<file path="config.mk">
export PLATFORM = sky130hd
export DESIGN_NAME = input_packet_parser
export DESIGN_NICKNAME = d
export VERILOG_FILES = /design/src/rtl/input_buffer_pkg.sv /design/src/rtl/input_packet_parser.sv
export SDC_FILE = /design/constraint.sdc
export NUM_CORES = 1
export LEC_CHECK = 0
export BUFFER_PORTS_ARGS = -buffer_cell sky130_fd_sc_hd__buf_2
export CAP_MARGIN = 20
export CORE_MARGIN = 2
export CORE_UTILIZATION = 25
export DETAILED_ROUTE_END_ITERATION = 8
export PLACE_DENSITY_LB_ADDON = 0.1
export RECOVER_POWER = 25
export SYNTH_ARGS = -nofsm -noshare
export SYNTH_HDL_FRONTEND = slang
export SYNTH_SLANG_ARGS = --single-unit
</file>
<file path="constraint.sdc">
create_clock -name clk_i -period 1.5 [get_ports clk_i]
set_input_delay 0.225 -clock clk_i [delete_from_list [all_inputs] [get_ports clk_i]]
set_output_delay 0.225 -clock clk_i [all_outputs]
set_load 0.05 [all_outputs]
</file>
<file path="src/rtl/input_buffer_pkg.sv">
// Shared definitions for the input buffer port: parser state encoding and frame defaults.
package input_buffer_pkg;

    // Default payload capacity; must agree with word2bit_trans_unit.
    localparam int unsigned MAX_CHANNEL_NUM_DEFAULT = 128;
    // Default frame start marker.
    localparam logic [7:0]  SYNC_BYTE_DEFAULT       = 8'hA5;

    typedef logic [2:0] parser_state_t;

    localparam parser_state_t ST_IDLE     = 3'd0;
    localparam parser_state_t ST_LEN      = 3'd1;
    localparam parser_state_t ST_PAYLOAD  = 3'd2;
    localparam parser_state_t ST_CHK      = 3'd3;
    localparam parser_state_t ST_WAIT_ACK = 3'd4;

endpackage

</file>
<file path="src/rtl/input_packet_parser.sv">
// Frame parser in front of word2bit_trans_unit: strips SYNC/LEN/CHK, forwards the payload one
// byte per strobe, and holds the link off until the transposer releases its buffer.
module input_packet_parser
    import input_buffer_pkg::*;
#(
    parameter int unsigned MAX_CHANNEL_NUM = MAX_CHANNEL_NUM_DEFAULT,
    parameter logic [7:0]  SYNC_BYTE       = SYNC_BYTE_DEFAULT,
    localparam int unsigned CW             = $clog2(MAX_CHANNEL_NUM)
) (
    input  logic          clk_i,
    input  logic          rst_i,
    input  logic [7:0]    rx_data_i,
    input  logic          rx_vld_i,
    output logic          rx_rdy_o,
    output logic [7:0]    wordser_data_o,
    output logic          wordser_data_vld_o,
    output logic [CW-1:0] channel_num_o,
    output logic          new_packet_o,
    input  logic          packet_received_i,
    input  logic          trans_done_i,
    output logic          err_len_o,
    output logic          err_chk_o,
    output logic [15:0]   pkt_cnt_o
);

    // Largest legal LEN byte, widened so MAX_CHANNEL_NUM=256 does not overflow.
    localparam logic [8:0] LEN_MAX = 9'(MAX_CHANNEL_NUM - 1);

    parser_state_t state_q, state_d;
    logic [CW-1:0] chan_q, chan_d;
    logic [CW-1:0] cnt_q, cnt_d;
    logic [7:0]    acc_q, acc_d;
    logic [7:0]    data_q, data_d;
    logic          vld_q, vld_d;
    logic          new_pkt_q, new_pkt_d;
    logic          err_len_q, err_len_d;
    logic          err_chk_q, err_chk_d;
    logic [15:0]   pkt_cnt_q, pkt_cnt_d;

    logic fire;
    logic len_ok;

    assign fire   = rx_vld_i && rx_rdy_o;
    assign len_ok = ({1'b0, rx_data_i} <= LEN_MAX);

    // Link ready per state; payload is gated so nothing reaches a transposer still holding data.
    always_comb begin
        rx_rdy_o = 1'b0;
        case (state_q)
            ST_IDLE, ST_LEN, ST_CHK: rx_rdy_o = 1'b1;
            ST_PAYLOAD:              rx_rdy_o = !packet_received_i;
            default:                 rx_rdy_o = 1'b0;
        endcase
    end

    // Next-state and datapath: frame walk, XOR accumulation, one-cycle pulses.
    always_comb begin
        state_d   = state_q;
        chan_d    = chan_q;
        cnt_d     = cnt_q;
        acc_d     = acc_q;
        data_d    = data_q;
        vld_d     = 1'b0;
        new_pkt_d = 1'b0;
        err_len_d = 1'b0;
        err_chk_d = 1'b0;
        pkt_cnt_d = pkt_cnt_q;
        case (state_q)
            ST_IDLE: begin
                // Non-sync bytes are dropped while hunting.
                if (fire && (rx_data_i == SYNC_BYTE)) begin
                    state_d = ST_LEN;
                end
            end
            ST_LEN: begin
                if (fire) begin
                    if (len_ok) begin
                        chan_d  = rx_data_i[CW-1:0];
                        cnt_d   = '0;
                        acc_d   = '0;
                        state_d = ST_PAYLOAD;
                    end else begin
                        err_len_d = 1'b1;
                        state_d   = ST_IDLE;
                    end
                end
            end
            ST_PAYLOAD: begin
                if (fire) begin
                    data_d = rx_data_i;
                    vld_d  = 1'b1;
                    acc_d  = acc_q ^ rx_data_i;
                    cnt_d  = cnt_q + 1'b1;
                    if (cnt_q == chan_q) begin
                        state_d = ST_CHK;
                    end
                end
            end
            ST_CHK: begin
                // Payload is already with the transposer, so a bad checksum only flags.
                if (fire) begin
                    err_chk_d = (rx_data_i != acc_q);
                    state_d   = ST_WAIT_ACK;
                end
            end
            ST_WAIT_ACK: begin
                if (packet_received_i) begin
                    new_pkt_d = 1'b1;
                    pkt_cnt_d = pkt_cnt_q + 16'd1;
                    state_d   = ST_IDLE;
                end
            end
            default: state_d = ST_IDLE;
        endcase
    end

    // State and output registers with synchronous reset.
    always_ff @(posedge clk_i) begin
        if (rst_i) begin
            state_q   <= ST_IDLE;
            chan_q    <= '0;
            cnt_q     <= '0;
            acc_q     <= '0;
            data_q    <= '0;
            vld_q     <= 1'b0;
            new_pkt_q <= 1'b0;
            err_len_q <= 1'b0;
            err_chk_q <= 1'b0;
            pkt_cnt_q <= '0;
        end else begin
            state_q   <= state_d;
            chan_q    <= chan_d;
            cnt_q     <= cnt_d;
            acc_q     <= acc_d;
            data_q    <= data_d;
            vld_q     <= vld_d;
            new_pkt_q <= new_pkt_d;
            err_len_q <= err_len_d;
            err_chk_q <= err_chk_d;
            pkt_cnt_q <= pkt_cnt_d;
        end
    end

    assign wordser_data_o     = data_q;
    assign wordser_data_vld_o = vld_q;
    assign channel_num_o      = chan_q;
    assign new_packet_o       = new_pkt_q;
    assign err_len_o          = err_len_q;
    assign err_chk_o          = err_chk_q;
    assign pkt_cnt_o          = pkt_cnt_q;

    // The transposer must report the full payload captured by the cycle after WAIT_ACK starts.
    a_trans_done_after_wait: assert property (@(posedge clk_i) disable iff (rst_i)
        ((state_q == ST_WAIT_ACK) && ($past(state_q) != ST_WAIT_ACK)) |=> trans_done_i);

endmodule

</file>
==> After elaboration in Yosys (flattened, before gate mapping) <==
Index checks and enable logic that the tools add are counted.
{ "op_classes": {"n_eq_ne": 14, "add_sub_neg": 2, "n_shift": 0, "bitwise": 6, "n_mul": 0, "n_mux": 20, "reduce_logical": 15, "div": 0, "magnitude_cmp": 1} }
{ "op_table": {"columns": ["operator", "count"], "rows": [
  ["8-bit 2-to-1 mux", 3],
  ["7-bit 2-to-1 mux", 3],
  ["3-bit 2-to-1 mux", 6],
  ["16-bit by 1-bit adder with 16-bit output, second input constant", 1],
  ["8-bit case mux with 2 select lines", 1],
  ["3-bit case mux with 5 select lines", 1],
  ["2-bit != test, second input constant", 7],
  ["7-bit case mux with 2 select lines", 1],
  ["3-bit OR reduction", 3],
  ["8-bit equality test, second input constant", 1],
  ["8-bit by 7-bit <= comparator with 1-bit output, second input constant", 1],
  ["8-bit != test", 1],
  ["8-bit bitwise XOR", 1],
  ["7-bit by 1-bit adder with 7-bit output, second input constant", 1],
  ["7-bit equality test", 1],
  ["3-bit by 2-bit equality test with 1-bit output, second input constant", 2],
  ["6-bit AND reduction", 1],
  ["1-bit NOT", 5],
  ["2-bit AND reduction", 2],
  ["4-bit AND reduction", 1],
  ["2-bit OR reduction", 2],
  ["3-bit by 1-bit equality test with 1-bit output, second input constant", 1],
  ["3-bit equality test, second input constant", 1],
  ["3-bit zero test", 1],
  ["other kinds (7)", 10]
]} }
{ "word_totals": {"romBits": 0, "output_inout_bits": 36, "input_bits": 13, "ram_bits": 0, "regBits": 53, "n_memories": 0, "elab_cells": 68, "latch_bits": 0} }

==> Logic depth before layout (Yosys ltp) <==
Gate-level depths: netlist of the first run.
{ "logic_depth": {"word_depth": 7, "mapped_depth": 6, "ltp_nobuf": 5} }

==> Worst setup path after synthesis of the first run <==
OpenSTA, ideal clock, no wires.
{ "synth_timing": {"kind": "flip-flop to flip-flop", "startpoint": "register pkt_cnt_q[0], in the netlist pkt_cnt_o[0]", "endpoint": "register pkt_cnt_q[12], in the netlist pkt_cnt_o[12]", "stages_incl_launch_ff": 6, "setup_ns": 0.070, "path_slack_ns": -0.289, "n_path_buf": 0, "required_time_ns": 1.430, "t_arrival_ns": 1.719, "synth_period_minus_slack_ns": 1.789, "path_cell_list": "dfxtp_1 -> ha_1 -> and3_1 -> nand4_2 -> or3_1 -> a21oi_1"} }
{ "synth_between": {"elab_chain_len": 1} }
{ "synth_rtl": {"columns": ["element", "line", "rtl"], "rows": [
  ["from (decl)", "input_packet_parser.sv:38", "logic [15:0] pkt_cnt_q, pkt_cnt_d;"],
  ["from (signal assigned)", "input_packet_parser.sv:140", "pkt_cnt_q <= pkt_cnt_d;"],
  ["16-bit by 1-bit adder with 16-bit output", "input_packet_parser.sv:109", "pkt_cnt_d = pkt_cnt_q + 16'd1;"]
]} }
Every way passes these cells.
A chain may end at the register's enable or synchronous reset.

==> Final worst setup path of the first run <==
{ "layout_timing": {"startpoint": "register state_q[0]", "endpoint": "output rx_rdy_o"} }
{ "layout_between": {"elab_chain_len": 3, "elab_cells_between_ends": 6, "cone_classes": "3 x eq/ne; 1 x mux; 2 x reduce/logical"} }
{ "layout_rtl": {"columns": ["element", "line", "rtl"], "rows": [
  ["from (decl)", "input_packet_parser.sv:29", "parser_state_t state_q, state_d;"],
  ["from (signal assigned)", "input_packet_parser.sv:131", "state_q <= state_d;"],
  ["3-bit by 2-bit equality test with 1-bit output (tied with other cells)", "input_packet_parser.sv:49", "case (state_q)"],
  ["3-bit OR reduction", "input_packet_parser.sv:49", null],
  ["1-bit case mux with 2 select lines (*)", "input_packet_parser.sv:49", null],
  ["to (decl)", "input_packet_parser.sv:14", "output logic rx_rdy_o,"]
]} }
Every way passes the cells marked *; elsewhere a longest branch is shown, timed or not.

==> flow_summary.toml, run 1 <==
[placement]
port_buffers = 47
dpl_cell_area_sq_um = 3090
dp.cells = 469
gp_congestion = 0.694
place_hpwl_um = 4990

[route]
routedWlPerCell_um = 13.8
drcViolationCount = 0
firstDrtPassIters = 4
vias_per_cell = 4.50
dr_total_vias = 2145
postRouteWirelength_um = 6570
ant_nets = 0
drt_iter0_markers = 80

[cts]
cts_hold_buf = 0
cts_tree = "yes"
cts_root_buf = "clkbuf_8"
numCtsBuffers = 5
clk_pin_slew_ps = 100
clock_latency_ps = 310
cts_buffer_depth = 2
cts.sinks = 53
cts_max_level = 2

[synth]
ys_types = 47
synth_edf_count = 0
synth_top_area_cell = "dfxtp_1"
synth-seq-cells = 53
ys_seq_area_frac = 0.428
post-synth-top-count-cell = "dfxtp_1"
synth_area_sq_um = 2480
synth_cells = 271
synth_top_area_frac = 0.428
synth_fp_nets = 286
ys.flop_type = "dfxtp_1"
synthTopCellsByCount = "dfxtp_1 (53), nor2_1 (26), nand2_1 (23)"
ys_warn_count = 0
synth.top_cells.by_area = "dfxtp_1 (43%), xor2_1 (6.4%), mux2i_1 (5.7%), nor2_1 (3.9%), a21oi_1 (3.8%)"
synth.avg_cell_area_sq_um = 9.15
synthArstFlopShare = 0

[worst_setup_path]
worstPathMaxFanout = 5
crit_path_start = "state_q[0]$_SDFFE_PP0P_"
reg2reg_slack_ps = 90
reg2reg_from = "state_q[0]$_SDFFE_PP0P_"
critPathLaunchType = "flop"
arrival_ps = 1210
critPathCaptureType = "primary output"
crit_required_ps = 1270
timing_worst_setup_path_type = "reg2out"

[sta]
fin_setup_tns_ps = 0
maxSlewHeadroom = 0.601
finalMaxSlewViolations = 0
finClkSkew_ps = 6.77
fin_crit_ps = 1430
setup_viol = 0
worst_pin_slew_ps = 601
hold_violations = 0
fmax_mhz = 699
finalCritPeriodShare = 0.954
rsz0062_at_grt = "no"

[grt]
grt_use_total = 0.128
grt_overflow_total = 0
grt_antenna_before_repair = 0
grt_pass1_vias = 2103
grt_max_degree = 20
grt_first_pass_wirelength_um = 11200

[pwr]
power.density_nw_per_um2 = 814
p_leak_nw = 1.37
vdd_drop_max_mv = 0.326
total_power_w = 0.00268

[finish]
area_growth_syn_to_layout_pct = 32.8
final_cells = 477
drive_gt1_frac = 0.308
fillCellCount = 1035
nets = 358
design_area_sq_um = 3290
num_antenna_cells = 0

[die]
core.rowCount = 36
pin_count = 49
core_sq_um = 9680
die_x_um = 104
die_h_um = 104
initial_utilization = 0.256
fp.dieArea_sq_um = 10700

[min_path]
hp-start = "rx_data_i[0]"
hold_path.class = "in2reg"

[job]
cap_violations = 0

[run_status]
outcome = "completed"
## layer usage
metal	vias up	share of wire	GRT usage
met2	37	0.46	0.197
met3	7	0.040	0.0277
met1	998	0.48	0.179
met5	-	0	0
met4	0	0.013	0.0376
li1	1103	-	-
## where the power goes
part	total, W	switching (W)	leakage (nW)	internal (W)
Clock	0.00115	0.000483	0.0681	0.000663
Combinational	0.000135	0.0000839	0.869	0.0000507
Sequential	0.00140	0.000000179	0.436	0.00140
## worst paths after layout
kind / depth (start not counted) / end
worst max-delay path: 4 / rx_rdy_o
worst max register to register: 5 / pkt_cnt_o[12]$_SDFFE_PP0P_
worst min-delay path: 3 / acc_q[0]$_SDFFE_PP0P_
worst min register to register: 2 / wordser_data_o[7]$_SDFFE_PP0P_
## timing repair
action,4_1_cts,5_1_grt
setup endpoints to repair,7,13
pin swaps,0,6
resized for setup,6,15
endpoints found under the hold margin,0,0
setup buffers,0,0
## critical path, stage by stage (launching register included)
cell and delay [ps]:
dfxtp_4 390, buf_4 140, inv_1 50, a31oi_2 140, buf_6 180
## per-stage QoR
step                      hold WS [ps]  setup slack [ps]   util
after global routing               224             0.680  0.340
after global placement             445             0.706  0.319
after detailed placement           455             -5.14  0.319
after CTS                          210             0.488  0.334
after floorplan                    364             -2.33      -
final                              223              68.4  0.340
## registers in the layout (all words and copies together), names as in the netlist, 3 cells and up
register and cells:
channel_num_o 7, wordser_data_o 8, state_q 3, pkt_cnt_o 16, acc_q 8, cnt_q 7
## placed cells by master, fill, tap and decap left out, types with 9 or more instances in the layout
master / synthesis / final
mux2i_1: 14 / 14
buf_4: 1 / 25
xnor2_1: 9 / 9
dfxtp_2: 0 / 11
nand2_1: 23 / 22
buf_2: 6 / 30
nand3_1: 18 / 17
xor2_1: 18 / 18
dfxtp_1: 53 / 37
nor2_1: 26 / 25
clkbuf_1: 3 / 12
a21oi_1: 19 / 17
## logic make-up after synthesis
family / share of synthesized area
and+or+nand+nor: 0.267
DFF: 0.428
AOI/OAI and AO/OA: 0.113
xor gates and xnor gates: 0.0954
buffers and inverters: 0.0303
muxes: 0.0565
adders and majority gates: 0.0101
## layout make-up
class	instances	area (sq um)	share of cell area
Multi-Input combinational cell	201	1410	0.429
Timing Repair Buffer	76	460	0.140
Sequential cell	53	1090	0.332
Clock buffer	5	68.8	0.0209
Inverter	6	26.3	0.00798
Clock inverter	3	65.1	0.0198
Tap cell	133	166	0.0506
Note: power is estimated with default switching activity, not from simulation.
==> inputs of run 2 (changes only) <==
==> constraint.sdc (replaced) <==
create_clock -name clk_i -period 1.75 [get_ports clk_i]
set_input_delay 0.2625 -clock clk_i [delete_from_list [all_inputs] [get_ports clk_i]]
set_output_delay 0.2625 -clock clk_i [all_outputs]
set_load 0.05 [all_outputs]
==> flow_summary.toml, run 2 (synthesized netlist as in run 1, its figures left out) <==
[finish]
fillCellCount = 1060
mostFrequentLayoutCell = "dfxtp_1"
layout_common_cells = "dfxtp_1 (48), buf_2 (28), nor2_1 (26)"
num_antenna_cells = 0
nets = 345
drive_gt1_frac = 0.190
utilization = 0.311
area_growth_syn_to_layout_pct = 21.5
largest_reg_flops = 16

[worst_setup_path]
cp_cell_sequence = "buf_4, inv_1, a31oi_1, clkbuf_4"
reg2reg_slack_ps = 150
path_delay_family = "buffers and inverters"
cpPeakStageDelay_ps = 450
crit_path_start = "state_q[0]$_SDFFE_PP0P_"
critPathLaunchType = "flop"
reg2regPathDepth = 5
crit_required_ps = 1490
critPathCaptureType = "primary output"
arrival_ps = 1350
reg2reg_from = "state_q[2]$_SDFFE_PP0P_"
critPathBufInv = 3
slowest_stage = "dfxtp_2"
timing_worst_setup_path_type = "reg2out"
r2r_end = "pkt_cnt_o[11]$_SDFFE_PP0P_"
worstPathMaxFanout = 9

[route]
dr_total_vias = 2107
drcViolationCount = 0
vias_per_cell = 4.54
ant_nets = 0
postRouteWirelength_um = 6550
routedWlPerCell_um = 14.1
firstDrtPassIters = 4
drt_iter0_markers = 73

[placement]
place_hpwl_um = 4740
port_buffers = 47
place_ws_ps = 123
gp_congestion = 0.733

[run_status]
outcome = "completed"

[grt]
busiest_layer = "met2"
grt_pass1_vias = 2065
grt_use_met1 = 0.170
grt_antenna_before_repair = 0
grt_first_pass_wirelength_um = 10600
gr-usage-met2 = 0.196
grt_overflow_total = 0
grt_max_degree = 15
use_met3 = 0.0227
grt_use_total = 0.122

[min_path]
hold_path.class = "in2reg"
hp-start = "rst_i"
holdPathStages = 2
holdPathEnd = "wordser_data_o[6]$_SDFFE_PP0P_"

[cts]
cts_setup_buffers = 0
clk_pin_slew_ps = 90
cts_max_level = 2
numCtsBuffers = 5
cts_tree = "yes"
cts_root_buf = "clkbuf_8"
cts_buffer_depth = 2
clock_latency_ps = 300
cts.sinks = 53
cts_hold_buf = 0

[sta]
maxSlewHeadroom = 0.588
finalMaxSlewViolations = 0
setup_viol = 0
fin_ws_ps = 134
finClkSkew_ps = 7.92
fin_setup_tns_ps = 0
rsz0062_at_grt = "no"
fin_crit_ps = 1620
hold_violations = 0
fmax_mhz = 619
finalCritPeriodShare = 0.924
worst_pin_slew_ps = 620

[pwr]
vdd_drop_max_mv = 0.241
p_leak_nw = 1.23
power.density_nw_per_um2 = 661

[die]
fp.dieArea_sq_um = 10700
die_x_um = 104
initial_utilization = 0.256
core_sq_um = 9680
core.rowCount = 36
die_h_um = 104
pin_count = 49

[job]
cap_violations = 0
## run 2: worst max path at each step
stage	to	slack, ps	cells after the start
3_3_place_gp	cnt_q[3]$_SDFFE_PP0P_	140	6
3_5_place_dp	cnt_q[2]$_SDFFE_PP0P_	120	6
2_1_floorplan	pkt_cnt_o[12]$_SDFFE_PP0P_	20	4
4_1_cts	rx_rdy_o	90	4
6_report	rx_rdy_o	130	4
5_1_grt	rx_rdy_o	5	4
## run 2: worst register-to-register path, cell delays in order (launching register included)
cell	delay, ps
dfxtp_1	520
nand4bb_1	210
clkbuf_1	220
nor2_1	320
nand4b_1	140
a21oi_1	150
## run 2: repair_timing
item                       4_1_cts  5_1_grt
gates resized for setup          1        1
hold endpoints to repair         0        0
gates cloned                     0        0
setup endpoints to repair        1        1
## run 2: report_power, final
| part | switching (W) | leakage [nW] | total (W) | internal (W) |
|---|---|---|---|---|
| Clock | 0.000396 | 0.0395 | 0.000682 | 0.000286 |
| Sequential | 0.000000199 | 0.429 | 0.00121 | 0.00120 |
| Combinational | 0.0000675 | 0.766 | 0.000103 | 0.0000351 |
## run 2: stage by stage
stage                     instance area (sq um)  power, W  instances  hold WS, ps
after floorplan                            2480   0.00128        271          401
after global placement                     2950   0.00134        456          445
after CTS                                  3030   0.00203        464          244
after global routing                       3010   0.00209        464          265
after detailed placement                   2950   0.00134        456          448
final                                      3010   0.00199        464          252
## run 2: final cells by class
type                    instances  area (sq um)  area share
repair buffers                 63           332       0.110
well taps                     133           166      0.0553
inverters                       6          22.5     0.00748
multi-input cells             201          1340       0.446
clock buffers                   8          80.1      0.0266
flip-flops and latches         53          1070       0.355
## run 2: routing by layer
| metal | up-vias | share of wire |
|---|---|---|
| met4 | 0 | 0.0075 |
| met2 | 26 | 0.47 |
| li1 | 1068 | - |
| met1 | 1009 | 0.50 |
| met3 | 4 | 0.022 |
| met5 | - | 0 |
==> inputs of run 3 (changes only) <==
--- a/config.mk
+++ b/config.mk
@@ -10,7 +10,7 @@
 export CORE_MARGIN = 2
 export CORE_UTILIZATION = 25
 export DETAILED_ROUTE_END_ITERATION = 8
-export PLACE_DENSITY_LB_ADDON = 0.1
+export PLACE_DENSITY_LB_ADDON = 0.05
 export RECOVER_POWER = 25
 export SYNTH_ARGS = -nofsm -noshare
 export SYNTH_HDL_FRONTEND = slang
==> flow_summary.toml, run 3 (synthesized netlist as in run 1, its figures left out) <==
[sta]
maxSlewHeadroom = 0.595
worst_pin_slew_ps = 610
fin_crit_ps = 1650
setup_viol = 0
hold_violations = 0
finClkSkew_ps = 8.55
rsz0062_at_grt = "no"
fmax_mhz = 606
finalMaxSlewViolations = 0
finalCritPeriodShare = 0.943
fin_ws_ps = 100
fin_setup_tns_ps = 0

[worst_setup_path]
slowest_stage = "dfxtp_1"
cp-endpoint = "rx_rdy_o"
cpPeakStageDelay_ps = 380
crit_path_start = "state_q[0]$_SDFFE_PP0P_"
worstSetupPathDepth = 4
worstPathMaxFanout = 8
critPathBufInv = 3
path_delay_family = "buffers and inverters"
critPathCaptureType = "primary output"
reg2regPathDepth = 4
cp_cell_sequence = "buf_4, inv_1, a31oi_1, clkbuf_4"
arrival_ps = 1390
reg2reg_from = "pkt_cnt_o[5]$_SDFFE_PP0P_"
critPathLaunchType = "flop"
reg2reg_slack_ps = 170
timing_worst_setup_path_type = "reg2out"
crit_required_ps = 1490
r2r_end = "pkt_cnt_o[14]$_SDFFE_PP0P_"

[placement]
port_buffers = 47
gp_congestion = 0.718
place_ws_ps = 129
place_hpwl_um = 4870

[grt]
grt_max_degree = 22
grt_antenna_before_repair = 0
grt_pass1_vias = 2094
grt_overflow_total = 0
grt_first_pass_wirelength_um = 11100
grt_use_total = 0.128

[cts]
cts.sinks = 53
cts_root_buf = "clkbuf_8"
cts_max_level = 2
cts_buffer_depth = 2
clock_latency_ps = 310
numCtsBuffers = 5
clk_pin_slew_ps = 100
cts_tree = "yes"
cts_setup_buffers = 0

[route]
ant_nets = 0
dr_total_vias = 2119
drcViolationCount = 0
routedWlPerCell_um = 14.5
drt_iter0_markers = 33
vias_per_cell = 4.58
postRouteWirelength_um = 6720
firstDrtPassIters = 4

[pwr]
power.density_nw_per_um2 = 674
p_leak_nw = 1.24
switching_share = 0.236
clockPowerShare = 0.357
p_comb_frac = 0.051
p_sw_w = 0.000479
vdd_drop_max_mv = 0.346
p_int_w = 0.00155
seqPwrFrac = 0.593

[finish]
largest_reg_flops = 16
nets = 345
mostFrequentLayoutCell = "dfxtp_1"
num_antenna_cells = 0
area_growth_syn_to_layout_pct = 21.7
layout_common_cells = "dfxtp_1 (49), buf_2 (29), nor2_1 (26)"
drive_gt1_frac = 0.194

[die]
core_sq_um = 9680
pin_count = 49
die_x_um = 104
die_h_um = 104
core.rowCount = 36
fp.dieArea_sq_um = 10700
initial_utilization = 0.256

[min_path]
holdPathStages = 3
hold_path.class = "in2reg"

[run_status]
outcome = "completed"

[job]
cap_violations = 0
[run 3: cell types whose count changed in the layout (fill, tap and decap cells not counted)]
cell / change
dfxtp_2: -1
buf_4: -1
nand2_2: +1
clkbuf_8: +1
clkbuf_1: -2
nand2_1: -1
dfxtp_1: +1
buf_2: +1
[run 3: stage by stage]
step	hold slack (ps)	instances	total power, W	utilization	instance area [sq um]
2_1_floorplan	401	271	0.00128	-	2480
3_3_place_gp	445	456	0.00134	0.305	2950
3_5_place_dp	448	456	0.00134	0.305	2950
4_1_cts	261	463	0.00207	0.314	3040
5_1_grt	257	463	0.00213	0.311	3020
6_report	272	463	0.00203	0.311	3020
[run 3: how the worst min path moves through the flow]
stage                                         from                              to
finish                                rx_data_i[5]           acc_q[5]$_SDFFE_PP0P_
CTS                                   rx_data_i[5]           acc_q[5]$_SDFFE_PP0P_
floorplan                             rx_data_i[0]           acc_q[0]$_SDFFE_PP0P_
global route                          rx_data_i[5]           acc_q[5]$_SDFFE_PP0P_
detailed placement  wordser_data_o[7]$_SDFFE_PP0P_  wordser_data_o[7]$_SDFFE_PP0P_
global placement    wordser_data_o[2]$_SDFFE_PP0P_  wordser_data_o[2]$_SDFFE_PP0P_
[run 3: worst reg2reg max path: cells and delay by family (launching register included)]
family | cells | cell delay, ps
flip-flops | 1 | 390
AND/OR/NAND/NOR | 3 | 980
AO/OA/AOI/OAI | 1 | 140
[run 3: layout make-up]
cell class / instances / area [sq um]
Timing Repair Buffer: 63 / 329
Inverter: 6 / 22.5
Multi-Input combinational cell: 201 / 1350
Sequential cell: 53 / 1070
Fill cell: 1061 / 6670
Tap cell: 133 / 166
Clock buffer: 7 / 86.3
[run 3: per-layer routing]
| metal | track usage | share of wire | vias up |
|---|---|---|---|
| li1 | - | - | 1078 |
| met3 | 0.0239 | 0.021 | 5 |
| met5 | 0 | 0 | - |
| met1 | 0.188 | 0.54 | 1007 |
| met2 | 0.193 | 0.42 | 29 |
| met4 | 0.0347 | 0.011 | 0 |
[run 3: power groups by stage]
| stage | clock, W | combinational (W) | sequential, W |
|---|---|---|---|
| floorplan | 0 | 0.0000498 | 0.00123 |
| global placement | 0 | 0.000104 | 0.00123 |
| detailed placement | 0 | 0.000105 | 0.00123 |
| CTS | 0.000760 | 0.000105 | 0.00121 |
| global route | 0.000816 | 0.000113 | 0.00121 |
| finish | 0.000725 | 0.000104 | 0.00121 |
[run 3: repair_timing]
action,4_1_cts,5_1_grt
hold buffers,0,0
resized for setup,0,2
setup endpoints to repair,0,6
hold endpoints to repair,0,0
